### src/rtl/scroll_pattern_if.sv
// Button, handshake and frame signals between the scroll pattern controller
// and its environment; master drives buttons/config, slave is the controller.
interface scroll_pattern_if #(
  parameter int GROUP_W    = 24,
  parameter int NUM_GROUPS = 5,
  parameter int SPD_W      = 3
);
  localparam int FRAME_W = GROUP_W * NUM_GROUPS;
  localparam int POS_W   = (NUM_GROUPS > 1) ? $clog2(NUM_GROUPS) : 1;

  logic               go;
  logic               up;
  logic               down;
  logic               left;
  logic               right;
  logic               ready2go;
  logic [SPD_W-1:0]   speed_sel;
  logic               bounce_en;
  logic [GROUP_W-1:0] seed_in;
  logic [FRAME_W-1:0] frame_out;
  logic               send_go;
  logic [POS_W-1:0]   position;
  logic               busy;

  modport master (
    output go, up, down, left, right, ready2go, speed_sel, bounce_en, seed_in,
    input  frame_out, send_go, position, busy
  );

  modport slave (
    input  go, up, down, left, right, ready2go, speed_sel, bounce_en, seed_in,
    output frame_out, send_go, position, busy
  );
endinterface

### src/rtl/scroll_pattern_ctrl.sv
// Button-driven frame rotator: steps a NUM_GROUPS-group frame at a selectable
// rate and hands each new frame to the shift-register sender via send_go.
module scroll_pattern_ctrl #(
  parameter int GROUP_W    = 24,
  parameter int NUM_GROUPS = 5,
  parameter int SPD_W      = 3,
  parameter int BASE_TICKS = 50_000_000,
  parameter int CNT_W      = 26
) (
  input logic               clk,
  input logic               reset,
  scroll_pattern_if.slave   bus
);
  localparam int FRAME_W = GROUP_W * NUM_GROUPS;
  localparam int POS_W   = (NUM_GROUPS > 1) ? $clog2(NUM_GROUPS) : 1;

  typedef enum logic [2:0] {
    IDLE, LOAD, RUN_UP, RUN_DN, RUN_LT, RUN_RT, RELEASE
  } state_t;

  state_t             state;
  state_t             dir_req;
  logic [FRAME_W-1:0] frame;
  logic [POS_W-1:0]   position;
  logic               send_go;
  logic [CNT_W-1:0]   count;
  logic [CNT_W-1:0]   period;
  logic               bounce;
  logic               pending;
  logic               any_btn;
  logic               tick;
  logic [FRAME_W-1:0] default_frame;

  function automatic logic [FRAME_W-1:0] rot_groups_l(input logic [FRAME_W-1:0] f);
    logic [GROUP_W-1:0] grp;
    rot_groups_l = '0;
    for (int g = 0; g < NUM_GROUPS; g++) begin
      grp = f[g*GROUP_W +: GROUP_W];
      rot_groups_l[g*GROUP_W +: GROUP_W] = {grp[GROUP_W-2:0], grp[GROUP_W-1]};
    end
  endfunction

  function automatic logic [FRAME_W-1:0] rot_groups_r(input logic [FRAME_W-1:0] f);
    logic [GROUP_W-1:0] grp;
    rot_groups_r = '0;
    for (int g = 0; g < NUM_GROUPS; g++) begin
      grp = f[g*GROUP_W +: GROUP_W];
      rot_groups_r[g*GROUP_W +: GROUP_W] = {grp[0], grp[GROUP_W-1:1]};
    end
  endfunction

  function automatic logic [FRAME_W-1:0] frame_rotl(input logic [FRAME_W-1:0] f);
    return {f[FRAME_W-GROUP_W-1:0], f[FRAME_W-1 -: GROUP_W]};
  endfunction

  function automatic logic [FRAME_W-1:0] frame_rotr(input logic [FRAME_W-1:0] f);
    return {f[GROUP_W-1:0], f[FRAME_W-1:GROUP_W]};
  endfunction

  function automatic logic [POS_W-1:0] pos_inc(input logic [POS_W-1:0] p);
    return (p == POS_W'(NUM_GROUPS - 1)) ? '0 : p + POS_W'(1);
  endfunction

  function automatic logic [POS_W-1:0] pos_dec(input logic [POS_W-1:0] p);
    return (p == '0) ? POS_W'(NUM_GROUPS - 1) : p - POS_W'(1);
  endfunction

  assign default_frame = {NUM_GROUPS{bus.seed_in}};
  assign any_btn       = bus.go | bus.up | bus.down | bus.left | bus.right;
  assign tick          = (count == '0);

  // IDLE doubles as "no direction requested"; priority is up > down > left > right.
  always_comb begin
    dir_req = IDLE;
    if (bus.up)         dir_req = RUN_UP;
    else if (bus.down)  dir_req = RUN_DN;
    else if (bus.left)  dir_req = RUN_LT;
    else if (bus.right) dir_req = RUN_RT;
  end

  // NOTE: every register here is assigned non-blocking, so all branches
  // read pre-edge values and later assignments never see earlier ones.
  always_ff @(posedge clk) begin
    if (reset) begin
      state    <= IDLE;
      frame    <= default_frame;
      position <= '0;
      send_go  <= 1'b0;
      count    <= '0;
      pending  <= 1'b0;
      period   <= CNT_W'(BASE_TICKS);
      bounce   <= 1'b0;
    end else begin
      send_go <= 1'b0;
      case (state)
        IDLE: begin
          period <= CNT_W'(BASE_TICKS >> bus.speed_sel);
          bounce <= bus.bounce_en;
          if (bus.ready2go) begin
            if (bus.go) begin
              state <= LOAD;
            end else if (dir_req != IDLE) begin
              state   <= dir_req;
              count   <= '0;
              pending <= 1'b0;
            end
          end
        end

        LOAD: begin
          frame    <= default_frame;
          position <= '0;
          send_go  <= 1'b1;
          state    <= RELEASE;
        end

        RUN_UP, RUN_DN, RUN_LT, RUN_RT: begin
          if (bus.go) begin
            state <= RELEASE;
          end else if (dir_req != IDLE && dir_req != state) begin
            state   <= dir_req;
            count   <= '0;
            pending <= 1'b0;
          end else begin
            count <= (count == period - CNT_W'(1)) ? '0 : count + CNT_W'(1);
            // A tick that lands while a step is already owed merges into it.
            if (tick || pending) begin
              if (bus.ready2go) begin
                pending <= 1'b0;
                send_go <= 1'b1;
                case (state)
                  RUN_UP: frame <= rot_groups_l(frame);
                  RUN_DN: frame <= rot_groups_r(frame);
                  RUN_LT: begin
                    if (bounce && position == '0) begin
                      frame    <= frame_rotr(frame);
                      position <= pos_inc(position);
                      state    <= RUN_RT;
                    end else begin
                      frame    <= frame_rotl(frame);
                      position <= pos_dec(position);
                    end
                  end
                  default: begin
                    if (bounce && position == POS_W'(NUM_GROUPS - 1)) begin
                      frame    <= frame_rotl(frame);
                      position <= pos_dec(position);
                      state    <= RUN_LT;
                    end else begin
                      frame    <= frame_rotr(frame);
                      position <= pos_inc(position);
                    end
                  end
                endcase
              end else begin
                pending <= 1'b1;
              end
            end
          end
        end

        RELEASE: begin
          if (!any_btn) state <= IDLE;
        end

        default: state <= IDLE;
      endcase
    end
  end

  assign bus.frame_out = frame;
  assign bus.position  = position;
  assign bus.send_go   = send_go;
  assign bus.busy      = (state != IDLE);
endmodule
### src/flat_wrapper.sv
// flat-port wrapper written by rule: the top's interface ports become plain ports
module scroll_pattern_ctrl_flat 
#(
  parameter int GROUP_W    = 24,
  parameter int NUM_GROUPS = 5,
  parameter int SPD_W      = 3,
  parameter int BASE_TICKS = 50_000_000,
  parameter int CNT_W      = 26
)
  (clk, reset, bus_go, bus_up, bus_down, bus_left, bus_right, bus_ready2go, bus_speed_sel, bus_bounce_en, bus_seed_in, bus_frame_out, bus_send_go, bus_position, bus_busy);
  scroll_pattern_if #(.GROUP_W(GROUP_W), .NUM_GROUPS(NUM_GROUPS), .SPD_W(SPD_W)) bus_i ();
  input logic clk;
  input logic reset;
  input wire logic [$bits(bus_i.go)-1:0] bus_go;
  input wire logic [$bits(bus_i.up)-1:0] bus_up;
  input wire logic [$bits(bus_i.down)-1:0] bus_down;
  input wire logic [$bits(bus_i.left)-1:0] bus_left;
  input wire logic [$bits(bus_i.right)-1:0] bus_right;
  input wire logic [$bits(bus_i.ready2go)-1:0] bus_ready2go;
  input wire logic [$bits(bus_i.speed_sel)-1:0] bus_speed_sel;
  input wire logic [$bits(bus_i.bounce_en)-1:0] bus_bounce_en;
  input wire logic [$bits(bus_i.seed_in)-1:0] bus_seed_in;
  output wire logic [$bits(bus_i.frame_out)-1:0] bus_frame_out;
  output wire logic [$bits(bus_i.send_go)-1:0] bus_send_go;
  output wire logic [$bits(bus_i.position)-1:0] bus_position;
  output wire logic [$bits(bus_i.busy)-1:0] bus_busy;
  assign bus_i.go = bus_go;
  assign bus_i.up = bus_up;
  assign bus_i.down = bus_down;
  assign bus_i.left = bus_left;
  assign bus_i.right = bus_right;
  assign bus_i.ready2go = bus_ready2go;
  assign bus_i.speed_sel = bus_speed_sel;
  assign bus_i.bounce_en = bus_bounce_en;
  assign bus_i.seed_in = bus_seed_in;
  assign bus_frame_out = bus_i.frame_out;
  assign bus_send_go = bus_i.send_go;
  assign bus_position = bus_i.position;
  assign bus_busy = bus_i.busy;
  scroll_pattern_ctrl #(.GROUP_W(GROUP_W), .NUM_GROUPS(NUM_GROUPS), .SPD_W(SPD_W), .BASE_TICKS(BASE_TICKS), .CNT_W(CNT_W)) u_core (.clk(clk), .reset(reset), .bus(bus_i));
endmodule
### config.mk
export PLATFORM = sky130hd
export DESIGN_NAME = scroll_pattern_ctrl_flat
export DESIGN_NICKNAME = d
export VERILOG_FILES = /design/src/rtl/scroll_pattern_if.sv /design/src/rtl/scroll_pattern_ctrl.sv /design/src/flat_wrapper.sv
export SDC_FILE = /design/constraint.sdc
export NUM_CORES = 1
export LEC_CHECK = 0
export CORE_ASPECT_RATIO = 0.7
export CORE_MARGIN = 2
export CORE_UTILIZATION = 62
export DETAILED_ROUTE_END_ITERATION = 6
export PLACE_DENSITY_LB_ADDON = 0.2
export SLEW_MARGIN = 20
export SYNTH_ARGS = -nofsm -noshare
export SYNTH_HDL_FRONTEND = slang
export SYNTH_SLANG_ARGS = --single-unit
export TNS_END_PERCENT = 5
### constraint.sdc
create_clock -name clk -period 15.6 [get_ports clk]
set_clock_uncertainty 0.15 [all_clocks]
set_input_delay 4.68 -clock clk [delete_from_list [all_inputs] [get_ports clk]]
set_output_delay 4.68 -clock clk [all_outputs]
set_load 0.01 [all_outputs]
== After elaboration in Yosys (flattened, before gate mapping) ==
Index checks and enable logic that the tools add are counted.
W data, S select, Z words.

* Output and inout port bits: 125
* Flip-flop bits (word level): 181
* Bits of input ports: 36
* Logic and storage cells: 120

* Add/subtract/negate cells: 4
* Bitwise operators: 4
* Reductions and logical operators: 19
* Eq/ne operators: 29
* Mux-type cells: 55
* Shift-type cells: 1

{| class="wikitable"
|+ Operators by type and width
! kind !! number
|-
| $mux W120 || 7
|-
| $pmux W120 S3 || 1
|-
| $pmux W120 S2 || 1
|-
| $mux W26 || 6
|-
| $mux W3 || 22
|-
| $pmux W26 S2 || 1
|-
| $add A26 B1 Y26 const B || 1
|-
| $eq A26 B26 Y1 || 1
|-
| $logic_not A26 Y1 || 1
|-
| $shr A26 B3 Y26 const A || 1
|-
| $sub A26 B1 Y26 const B || 1
|-
| $pmux W3 S2 || 3
|-
| $ne A2 B2 Y1 const B || 7
|-
| $eq A3 B3 Y1 const B || 4
|-
| $pmux W3 S4 || 1
|-
| $reduce_and A6 Y1 || 2
|-
| $mux W1 || 11
|-
| $reduce_and A5 Y1 || 2
|-
| $ne A3 B3 Y1 const B || 3
|-
| $reduce_bool A3 Y1 || 3
|-
| $ne A4 B3 Y1 const B || 2
|-
| $reduce_and A8 Y1 || 1
|-
| $eq A3 B2 Y1 const B || 2
|-
| $logic_not A3 Y1 || 2
|-
| other kinds (17) || 26
|}

== Longest topological paths before layout ==
* Depth after elaboration: 10
* Mapped depth: 12
* Gate-level depth less buffers: 11

== Worst setup path before layout ==
OpenSTA, ideal clock, no wires.

* Path type: input-to-reg
* Start: in bus_right
* End: reg u_core.frame[0], in the netlist u_core.bus.frame_out[0], enable pin
* Data required time: 14382 ps
* Setup slack: 6310 ps
* Stages on the path: 7
* Arrival: 8073 ps
* Buffers on the path: 0
* Library setup time: 1068 ps
* Path through: nor2b_1 o21ba_2 xnor2_1 o21ai_0 nand3_1 a31oi_1 nand2b_1

* Word-level cells in the longest chain between the ends: 8
* Elaborated cells on any way between the ends: 9
* Classes of those cells: 2 x eq/ne; 4 x mux; 3 x reduce/logical

{| class="wikitable"
|+ Ends and longest elaborated chain
! item !! line !! source
|-
| from (decl) || flat_wrapper.sv:18 || <nowiki>input wire logic [$bits(bus_i.right)-1:0] bus_right;</nowiki>
|-
| $mux W3 (*) || scroll_pattern_ctrl.sv:78 || <nowiki>else if (bus.right) dir_req = RUN_RT;</nowiki>
|-
| $mux W3 (*) || scroll_pattern_ctrl.sv:77 || <nowiki>else if (bus.left) dir_req = RUN_LT;</nowiki>
|-
| $mux W3 (*) || scroll_pattern_ctrl.sv:76 || <nowiki>else if (bus.down) dir_req = RUN_DN;</nowiki>
|-
| $mux W3 (*) || scroll_pattern_ctrl.sv:75 || <nowiki>if (bus.up) dir_req = RUN_UP;</nowiki>
|-
| $ne A3 B3 Y1 / $reduce_bool A3 Y1 (equally long branches) || scroll_pattern_ctrl.sv:120 || <nowiki>end else if (dir_req != IDLE && dir_req != state) begin</nowiki>
|-
| $logic_and A1 B1 Y1 (*) || scroll_pattern_ctrl.sv:120 ||
|-
| $ne A3 B3 Y1 (no source line) (*) || n/a ||
|-
| $reduce_and A5 Y1 (no source line) (*) || n/a ||
|-
| to (signal assigned) || scroll_pattern_ctrl.sv:132 || <nowiki>RUN_UP: frame <= rot_groups_l(frame);</nowiki>
|-
| to (signal assigned) || scroll_pattern_ctrl.sv:133 || <nowiki>RUN_DN: frame <= rot_groups_r(frame);</nowiki>
|-
| to (signal assigned) || scroll_pattern_ctrl.sv:136 || <nowiki>frame <= frame_rotr(frame);</nowiki>
|-
| to (decl) || scroll_pattern_ctrl.sv:23 || <nowiki>logic [FRAME_W-1:0] frame;</nowiki>
|}

Every way passes the cells marked *; elsewhere a longest branch is shown, timed or not.
A chain may end at the register's enable or synchronous reset.

== Worst setup path after layout ==
* Start: in bus_up
* End: reg u_core.frame[87], in the netlist u_core.bus.frame_out[87], enable pin

* Word-level cells in the longest chain between the ends: 5
* Elaborated cells on any way between the ends: 6
* Classes of those cells: 2 x eq/ne; 1 x mux; 3 x reduce/logical

{| class="wikitable"
|+ Ends and longest elaborated chain
! item !! line !! source
|-
| from (decl) || flat_wrapper.sv:15 || <nowiki>input wire logic [$bits(bus_i.up)-1:0] bus_up;</nowiki>
|-
| $mux W3 (*) || scroll_pattern_ctrl.sv:75 ||
|-
| $ne A3 B3 Y1 / $reduce_bool A3 Y1 (equally long branches) || scroll_pattern_ctrl.sv:120 ||
|-
| $logic_and A1 B1 Y1 (*) || scroll_pattern_ctrl.sv:120 ||
|-
| $ne A3 B3 Y1 (no source line) (*) || n/a ||
|-
| $reduce_and A5 Y1 (no source line) (*) || n/a ||
|}

Marked as above.

==> flow_summary.json <==
{
  "yosysWarnings": 0,
  "pre_cts_slack_ns": 6.999,
  "total_power_mw": 2.902,
  "period_minus_slack_ns": 8.176,
  "syn_inst": 1515,
  "synth-seq-area-share_pct": 34.07,
  "status": "complete, no violations",
  "clk_latency_ns": 0.44,
  "crit_slowest_cell": "buf_4",
  "viasPerCell": 7.006,
  "grt_antenna_before_repair": 0,
  "worst-path-buf-inv": 2,
  "synth_fp_nets": 1558,
  "crit_path_end_kind": "flop",
  "ys_seq_elements": 181,
  "startpoint_type": "input port",
  "wl_per_cell_um": 22.52,
  "cp_data_arrival_time_ns": 8.09,
  "die_w_um": 184.6,
  "intPower_mw": 1.584,
  "htree_levels": 4,
  "synth_ff_type": "edfxtp_1",
  "finish.utilization_pct": 72.44,
  "gp_congestion": 0.9303,
  "drtIter0Drc": 2172,
  "initial_core_util_pct": 62.77,
  "slew_violations": 0,
  "syn_area_mm2": 0.01416,
  "yosysTopAreaCell": "edfxtp_1",
  "layout_common_cells": "mux2i_1 (246), nand2_1 (178), clkdlybuf4s50_1 (159)",
  "synthArstFlopShare_pct": 0,
  "fill_cells": 1720,
  "numCtsBuffers": 17,
  "grt_pass1_wl_um": 65920,
  "synth_cell_types": 64,
  "yosysTopAreaCellShare_pct": 25.45,
  "power_density_mw_per_mm2": 177.6,
  "firstDrtPassIters": 6,
  "cts_tree": "built",
  "gr-total-overflow": 0,
  "cts_buffer_depth": 2,
  "die_h_um": 130.4,
  "power_frac_seq_pct": 35.1,
  "drc_errors": 0,
  "diodes": 0,
  "required_ns": 15.51,
  "cts-root-buf": "clkbuf_16",
  "pwr-share-clk_pct": 15.0,
  "ios": 161,
  "hold_path.class": "flop to flop",
  "synth_edf_count": 120,
  "grtUsageTotal_pct": 34.31,
  "vdd_drop_max_mv": 0.1445,
  "fin_nets": 1610,
  "synthToLayoutAreaGrowth_pct": 15.41,
  "rsz0062_at_grt": "false",
  "cts_resized": 0,
  "crit_path_max_incr_delay_ns": 0.94,
  "wl_um": 42590,
  "cp_top_family": "buffers and inverters",
  "clk_pin_slew_ns": 0.07,
  "power.switching_mw": 1.318,
  "switching_share_pct": 45.40,
  "vias": 13249,
  "coreArea_mm2": 0.02256,
  "final_common_cell": "mux2i_1",
  "cts_hold_buf": 0,
  "cap_viol_max_count": 0,
  "p_leak_nw": 6.607,
  "fin_crit_sh_pct": 52.41,
  "postRouteAntennaNets": 0,
  "grt_pass1_vias": 11720,
  "portBuffers": 160,
  "avgSynthCellArea_um2": 9.347,
  "drive_gt1_share_pct": 12.48,
  "slew_headroom_pct": 25.32,
  "placementRows": 46,
  "critPathKind": "input port to flop",
  "fin_ws_ns": 7.424,
  "hold_ws_ns": 0.3651,
  "worst_pin_slew_ns": 1.120,
  "synth.area.top_cells": "edfxtp_1 (25%), mux2i_1 (17%), mux2_2 (9.6%)",
  "setup_violations": 0,
  "fmax_mhz": 122.3,
  "tns_ns": 0,
  "cp_max_fo": 82,
  "post_cts_buffers": 0,
  "cts_num_sinks": 181,
  "dp_hpwl_um": 26630,
  "grt_max_degree": 108,
  "power_frac_comb_pct": 49.9,
  "hold_violations": 0,
  "cp_cell_sequence": "clkdlybuf4s50_1 -> o21ba_2 -> xnor2_1 -> o21ai_0 -> nand3_1 -> a31oi_1 -> nand2b_4 -> buf_4",
  "dieArea_mm2": 0.02408
}
## metrics by stage
step	cell area [um^2]	std cells
floorplan	14160	1515
global placement	15740	1859
detailed placement	15740	1859
CTS	16310	1890
global route	16340	1891
finish	16340	1891
## final cells by class
| type | count | area (um^2) | share of cell area (%) |
|---|---|---|---|
| clock buffer | 18 | 450.4 | 2.756 |
| clock inverter | 13 | 122.6 | 0.7503 |
| inverter | 19 | 71.32 | 0.4364 |
| multi-input combinational | 1174 | 8755 | 53.57 |
| sequential | 181 | 4828 | 29.54 |
| tap | 312 | 390.4 | 2.389 |
| timing repair buffer | 174 | 1725 | 10.56 |
## power groups by stage
| stage | registers (mW) | clock network, mW | logic (mW) |
|---|---|---|---|
| after global placement | 0.998 | 0 | 1.38 |
| final | 1.02 | 0.436 | 1.45 |
| after floorplan | 0.926 | 0 | 0.968 |
| after detailed placement | 1.01 | 0 | 1.42 |
| after CTS | 0.997 | 0.436 | 1.43 |
| after global routing | 1.03 | 0.452 | 1.56 |
## cells in the mapped netlist, drive strengths merged (24+ instances only)
cell type  instances
xor2              30
o21ai            138
clkbuf           117
edfxtp           120
nor2              50
buf               24
nor3              50
a21oi             28
a221oi           123
mux2i            246
dfxtp             61
nand2            181
mux2             121
## flip-flops by register name (all words and copies together) (netlist names)
name / count
u_core.bus.frame_out: 120
u_core.state: 3
u_core.bus.position: 3
u_core.period: 26
u_core.bounce: 1
u_core.pending: 1
u_core.bus.send_go: 1
u_core.count: 26
## logic make-up after synthesis
logic type                 count (synthesis)  synth area share, %
and+or+nand+nor                          399                13.61
muxes                                    367                27.01
DFF                                      181                34.07
buffers and inverters                    160                4.524
adders and majority gates                  7               0.6185
xor gates and xnor gates                  53                3.278
AOI/OAI and AO/OA                        348                16.89
## worst reg2reg max path: stages, from the launching register on
cell      delay, ns
dfxtp_1        0.66
inv_1          0.20
nor2_4         0.52
nand3_1        0.14
nand3_1        0.32
a31oi_1        0.34
nand2b_4       0.56
buf_4          0.95
## per-layer routing
layer  track usage, %  share of wire [%]  vias up  wire [um]
li1                 -                  -     5904          -
met1            54.64                 45     6410      19120
met2            46.90                 41      861      17650
met3            6.596                 12       74       5043
met4            8.964                1.8        0        775
met5                0                  0        -          0
## final timing paths
kind         depth (start not counted)  slack [ns]                                 end                          from
max                                  8        7.42  u_core.bus.frame_out[87]$_DFFE_PP_                        bus_up
min                                  2        0.37         u_core.pending$_SDFFE_PP0P_   u_core.pending$_SDFFE_PP0P_
max reg2reg                          7       11.31  u_core.bus.frame_out[87]$_DFFE_PP_  u_core.state[1]$_SDFFE_PP0P_
min reg2reg                          2        0.37         u_core.pending$_SDFFE_PP0P_   u_core.pending$_SDFFE_PP0P_
Note: power is estimated with default switching activity, not from simulation.
